===== config.mk =====
export PLATFORM = sky130hd
export DESIGN_NAME = instruction_fetch_serializer
export DESIGN_NICKNAME = d
export VERILOG_FILES = /design/src/rtl/instruction_fetch_serializer.sv
export SDC_FILE = /design/constraint.sdc
export NUM_CORES = 1
export LEC_CHECK = 0
export BUFFER_PORTS_ARGS = -buffer_cell sky130_fd_sc_hd__buf_2
export CORE_AREA = 2 2 86 88
export CTS_BUF_LIST = sky130_fd_sc_hd__clkbuf_8
export DETAILED_ROUTE_END_ITERATION = 8
export DIE_AREA = 0 0 88 90
export PLACE_DENSITY_LB_ADDON = 0.08
export REMOVE_ABC_BUFFERS = 1
export SLEW_MARGIN = 5
export SYNTH_ARGS = -nofsm -noshare
export SYNTH_HDL_FRONTEND = slang
export SYNTH_SLANG_ARGS = --single-unit
export TNS_END_PERCENT = 100

===== constraint.sdc =====
create_clock -name clk -period 1.93 [get_ports clk]
set_input_delay 0.0965 -clock clk [delete_from_list [all_inputs] [get_ports clk]]
set_output_delay 0.0965 -clock clk [all_outputs]
set_load 0.005 [all_outputs]

===== src/rtl/instruction_fetch_serializer.sv =====
// instruction_fetch_serializer: fetches 24-bit words at the PC and sends them MSB-first as three IR_load bytes, then waits for ReadyFlag.
// Optional ack timeout with sticky timeout_err when FETCH_TIMEOUT_EN is defined.
module instruction_fetch_serializer #(
    parameter int ADDR_W = 8,
    parameter logic [ADDR_W-1:0] RESET_PC = '0,
    parameter int ACK_TIMEOUT = 15
) (
    input  logic              clk,
    input  logic              rst_n,
    input  logic              run,
    input  logic              pc_load,
    input  logic [ADDR_W-1:0] pc_target,
    output logic [ADDR_W-1:0] mem_addr,
    output logic              mem_en,
    input  logic [23:0]       mem_rdata,
    output logic [7:0]        payload,
    output logic              IR_load,
    input  logic              ReadyFlag,
    output logic [ADDR_W-1:0] pc,
    output logic              busy,
    output logic              fetch_done
`ifdef FETCH_TIMEOUT_EN
    ,
    output logic              timeout_err
`endif
);
    typedef enum logic [2:0] {IDLE, ADDR, WAIT_MEM, SEND0, SEND1, SEND2, WAIT_ACK} state_t;
    state_t state;
    logic [23:0] sr;
    logic pend_v;
    logic [ADDR_W-1:0] pend_t, pc_nxt;
    logic ack;
`ifdef FETCH_TIMEOUT_EN
    localparam int CW = $clog2(ACK_TIMEOUT + 1);
    logic [CW-1:0] cnt;
`endif
    assign ack = (state == WAIT_ACK) && ReadyFlag;
    assign fetch_done = ack;
    // A redirect sampled in the ack cycle beats any older pending target.
    always_comb begin
        pc_nxt = (state == IDLE && pc_load) ? pc_target :
                 ack ? (pc_load ? pc_target : pend_v ? pend_t : pc + ADDR_W'(1)) : pc;
    end
    always_ff @(posedge clk or negedge rst_n) begin
        if (!rst_n) begin
            state    <= IDLE;
            pc       <= RESET_PC;
            mem_addr <= '0;
            mem_en   <= 1'b0;
            payload  <= '0;
            IR_load  <= 1'b0;
            busy     <= 1'b0;
            sr       <= '0;
            pend_v   <= 1'b0;
            pend_t   <= '0;
`ifdef FETCH_TIMEOUT_EN
            cnt         <= '0;
            timeout_err <= 1'b0;
`endif
        end else begin
            pc     <= pc_nxt;
            mem_en <= 1'b0;
            if (state != IDLE && pc_load) begin
                pend_v <= 1'b1;
                pend_t <= pc_target;
            end
            case (state)
                IDLE: if (run) begin
                    state    <= ADDR;
                    mem_en   <= 1'b1;
                    mem_addr <= pc_nxt;
                    busy     <= 1'b1;
                end
                ADDR: state <= WAIT_MEM;
                WAIT_MEM: begin
                    sr      <= mem_rdata;
                    payload <= mem_rdata[23:16];
                    IR_load <= 1'b1;
                    state   <= SEND0;
                end
                SEND0: begin
                    payload <= sr[15:8];
                    state   <= SEND1;
                end
                SEND1: begin
                    payload <= sr[7:0];
                    state   <= SEND2;
                end
                SEND2: begin
                    IR_load <= 1'b0;
                    state   <= WAIT_ACK;
`ifdef FETCH_TIMEOUT_EN
                    cnt     <= '0;
`endif
                end
                WAIT_ACK: if (ReadyFlag) begin
                    pend_v   <= 1'b0;
                    state    <= run ? ADDR : IDLE;
                    mem_en   <= run;
                    mem_addr <= run ? pc_nxt : mem_addr;
                    busy     <= run;
                end
`ifdef FETCH_TIMEOUT_EN
                else if (cnt == CW'(ACK_TIMEOUT - 1)) begin
                    timeout_err <= 1'b1;
                    pend_v      <= 1'b0;
                    state       <= IDLE;
                    busy        <= 1'b0;
                end else begin
                    cnt <= cnt + CW'(1);
                end
`endif
                default: state <= IDLE;
            endcase
        end
    end
endmodule

# Word level (Yosys, flattened, before mapping)

Index checks and enable logic that the tools add are counted.

Register bits: 55
Latch bits: 0
Memory bits (writable): 0
Memory bits (read-only): 0
Memories: 0

Add/sub/neg operators: 1
$mul: 0
Divide/modulo/power cells: 0
$lt $le $gt $ge: 0
Equality and inequality tests: 8
Shift-type cells: 0
Multiplexer cells: 22
Bitwise gates (word level): 0
Reduce and logical (&&, ||, !) cells: 11

Operator list:

| cell                                                                   | number |
|---|---|
| 8-bit two-way mux                                                      | 6 |
| 8-bit one-hot mux with 3 select lines                                  | 1 |
| 3-bit one-hot mux with 7 select lines                                  | 1 |
| 8-bit one-hot mux with 2 select lines                                  | 1 |
| 3-bit equality test (second input constant)                            | 3 |
| 8-bit by 1-bit adder with 8-bit output (second input constant)         | 1 |
| 1-bit two-way mux                                                      | 8 |
| 3-bit by 2-bit equality test with 1-bit output (second input constant) | 2 |
| 3-bit two-way mux                                                      | 2 |
| 1-bit one-hot mux with 2 select lines                                  | 3 |
| 3-bit nonzero test                                                     | 2 |
| 2-bit inequality test (second input constant)                          | 2 |
| 2-bit AND reduction                                                    | 2 |
| 2-bit nonzero test                                                     | 2 |
| 3-bit by 1-bit equality test with 1-bit output (second input constant) | 1 |
| 1-bit logical AND                                                      | 3 |
| 3-bit zero test                                                        | 1 |
| 3-bit AND reduction                                                    | 1 |

# Logic depth before layout (Yosys ltp)

Word-level depth: 8
Mapped depth: 7
Mapped depth without buffers: 6

# Worst setup path before layout

Ideal clock, no wire load.

Kind: register to register
From: register state[2]
To: register mem_addr[3]
Setup time: 0.125 ns
Data arrival time: 1.644 ns
Required time: 1.805 ns
Setup slack: 0.162 ns
Cell stages (with the launch flop): 7
Buffers on the path: 2
Period minus slack after synthesis: 1.768 ns
Path through: dfrtp_1 -> buf_6 -> or3_4 -> or2_0 -> buf_2 -> o22a_1 -> mux2_2

Cells in the longest elaborated chain, start to end: 7

RTL lines:

| item                                      | line    | text |
|---|---|---|
| start, declared                           | 28      | `state_t state;` |
| start signal, assigned                    | 98      | `state <= run ? ADDR : IDLE;` |
| 3-bit equality test                       | 37      | `assign ack = (state == WAIT_ACK) && ReadyFlag;` |
| 1-bit logical AND                         | 37      |  |
| 8-bit two-way mux                         | 42      | `ack ? (pc_load ? pc_target : pend_v ? pend_t : pc + ADDR_W'(1)) : pc;` |
| 8-bit two-way mux (*)                     | 41      | `pc_nxt = (state == IDLE && pc_load) ? pc_target :` |
| named net pc_nxt[3]                       | 31      | `logic [ADDR_W-1:0] pend_t, pc_nxt;` |
| 8-bit two-way mux (*)                     | 68, 100 |  |
| 8-bit two-way mux                         | 96      | `WAIT_ACK: if (ReadyFlag) begin` |
| 8-bit one-hot mux with 2 select lines (*) | 67      | `case (state)` |
| end signal, assigned                      | 71      | `mem_addr <= pc_nxt;` |
| end signal, assigned                      | 100     | `mem_addr <= run ? pc_nxt : mem_addr;` |
| end, declared                             | 13      | `output logic [ADDR_W-1:0] mem_addr,` |

The timed path passes the listed nets; every way through them passes the cells marked *. The select of a mux whose other input is x is not followed.
A chain may end at the register's enable or synchronous reset.

# Worst setup path after layout

Ends and elaborated chain as after synthesis.

==> metrics.md <==
| Metric | Value |
|---|---|
| Worst setup path class | `reg -> reg` |
| Crit-path cells | `or3_4 > or2_0 > o22a_1 > mux2_2` |
| Routed Wire Length | `6379 um` |
| Synthesized cell area | `0.002715 sq mm` |
| Main synth FF type | `dfrtp_1` |
| Residual DRC | `0` |
| Initial core utilization | `38.67%` |
| Skew final | `0.007699 ns` |
| Asr flop ratio synth | `100.0%` |
| Total grt overflow | `0` |
| Crit share post-route | `95.26%` |
| Nets | `372` |
| Vias/cell | `5.085` |
| Crit path time final | `1.838 ns` |
| Most frequent cells after synthesis | `dfrtp_1 (55), nand2_1 (28), mux2_2 (27), o21ai_0 (20), nor2_1 (17)` |
| Via Count | `2207` |
| First-pass GRT wire length | `10840 um` |
| Most frequent cell after synthesis | `dfrtp_1` |
| Buffers on Ports | `64` |
| Io pins | `65` |
| Maximum VDD drop | `0.0005696 V` |
| Required time worst endpoint | `2.12 ns` |
| Synth-to-Final Area Change | `22.35%` |
| Root buf cell | `clkbuf_8` |
| Pre-CTS setup slack | `0.1030 ns` |
| Sequential fraction of the synthesis area | `50.69%` |
| Max clock buf depth | `2` |
| Pins Over Slew Limit | `0` |
| Largest net degree at the start of global routing | `35` |
| Area of the multi-input gates | `0.001244 sq mm` |
| Final Setup Violations | `0` |
| Area leader, netlist | `dfrtp_1` |
| Total CTS buffers | `5` |
| Crit-path max cell delay | `0.41 ns` |
| Vias in the first global route | `2263` |
| CTS H-Tree Depth | `2` |
| Synth top area share | `50.69%` |
| Post-Layout Cell Count | `434` |
| Synthesis-stage register bit count | `55` |
| Reg area | `0.001376 sq mm` |
| Crit. End Element | `register` |
| Rel. slew slack | `51.96%` |
| Drt pass-1 iters | `4` |
| Max-Cap Viols | `0` |
| CP Max Fanout | `7` |
| Die H | `90 um` |
| N_diodes | `0` |
| Setup ws final | `0.09154 ns` |
| Placed Cells | `423` |
| Clk_lat worst skew | `0.31 ns` |
| Row count | `31` |
| Post-Synthesis Cells | `261` |
| Drt initial violations | `61` |
| CP bufs+invs | `0` |
| Crit-path slowest cell | `or3_4` |
| Clock transition at path regs | `0.10 ns` |
| Worst hold path type | `in -> reg` |
| Fillcell total | `695` |
| Synth top area cells | `dfrtp_1 (51%), mux2_2 (11%), nand2_1 (3.9%)` |
| Post-DP Area | `0.003191 sq mm` |
| Routability-driven placement congestion ratio | `0.7375` |
| Post-DP HPWL | `4679 um` |
| Clock Sinks | `55` |
| Synth cell types | `44` |
| Initial antenna violation count | `0` |
| Hold Vio Cnt, Final | `0` |
| Post-CTS setup buffer count | `0` |
| Outcome | `complete, no violations` |
| Final setup TNS | `0 ns` |
| Leak pwr | `1.495 nW` |
| Core area | `0.007020 sq mm` |
| CTS tree | `done` |
| Pwr Density | `1520 mW/mm^2` |
| Number of synthesized flops with an enable pin | `0` |
| Fmax | `543.9 MHz` |
| Synth Area per Inst | `10.40 sq um` |
| CP delay by family, top | `simple AND/OR/NAND/NOR gates` |
| Post-route antenna net violation count | `0` |
| WL per Instance | `14.70 um` |
| Die Wd | `88 um` |
| CP Launch Type | `register` |
| Worst-margin pin slew | `0.7206 ns` |
| Synth warnings | `0` |
| Worst EP arrival | `2.03 ns` |
| Unrepaired setup endpoints after global routing | `false` |
| Total track usage | `17.12%` |
| Die area | `0.007920 sq mm` |
| Share of cells above drive strength 1 | `34.93%` |
| Final Cell Area | `0.003322 sq mm` |
[cell families after synthesis]
| logic type | share of synthesized area (%) |
|---|---|
| AO/OA/AOI/OAI | 16.77 |
| AND/OR/NAND/NOR | 14.10 |
| adder cells (fa/ha/maj) | 0.4608 |
| multiplexers | 13.78 |
| flip-flops | 50.69 |
| buffers and inverters | 3.548 |
| XOR/XNOR | 0.6453 |
[per-stage QoR]
step	power, mW	utilization [%]	hold WS, ns
floorplan	3.520	-	-0.1991
global placement	4.368	45.45	0.1991
detailed placement	4.417	45.45	0.2045
CTS	5.120	47.01	0.008822
global route	5.513	47.32	0.001369
finish	5.049	47.32	0.01462
[layout by cell type, fill, tap and decap left out, types with 7 or more instances in the layout]
master    instances
nor2_1           17
buf_4            13
mux2i_1           7
buf_2            64
o21ai_0          20
dfrtp_1          55
nand2_1          28
clkbuf_8          7
mux2_2           27
a21oi_1          13
[metal layers]
layer  GRT usage (%)  vias to the layer above  wire length [um]
li1                -                     1099                 -
met1           23.59                     1044              3019
met2           27.27                       57              3009
met3           3.673                        7               298
met4           4.231                        0                52
met5               0                        -                 0
[cell type report]
class,count,area share [%]
Clock buffer,7,2.900
Clock inverter,1,0.1130
Inverter,8,0.9040
Multi-Input combinational cell,184,37.44
Sequential cell,55,41.43
Tap cell,99,3.729
Timing Repair Buffer,80,13.48
[where the power goes]
part	total, mW	switching, mW	internal [mW]
Sequential	2.08	0.389	1.69
Clock	0.693	0.369	0.323
Combinational	2.28	1.16	1.12
[worst paths after layout]
kind	from	endpoint	slack (ns)	depth (start not counted)
worst max-delay path	state[2]$_DFFE_PN0P_	mem_addr[3]$_DFFE_PN0P_	0.09	4
worst min-delay path	mem_rdata[15]	sr[15]$_DFFE_PN0P_	0.01	2
worst max register to register	state[2]$_DFFE_PN0P_	mem_addr[3]$_DFFE_PN0P_	0.09	4
worst min register to register	mem_addr[7]$_DFFE_PN0P_	mem_addr[7]$_DFFE_PN0P_	0.48	2
max in group asynchronous	rst_n	payload[5]$_DFFE_PN0P_	0.89	3
min in group asynchronous	rst_n	busy$_DFFE_PN0P_	0.37	2
[what timing repair did]
item                                   in CTS  in global routing
resized for setup                           0                  1
hold buffers                                1                  2
setup endpoints to repair                   0                  1
endpoints found under the hold margin      29                  2
[registers in the layout, indices dropped and copies added, names as in the netlist]
signal    count
busy          1
pend_t        8
pend_v        1
state         3
mem_addr      8
payload       8
sr           16
IR_load       1
pc            8
mem_en        1
Power figures use the tool's default switching activity.
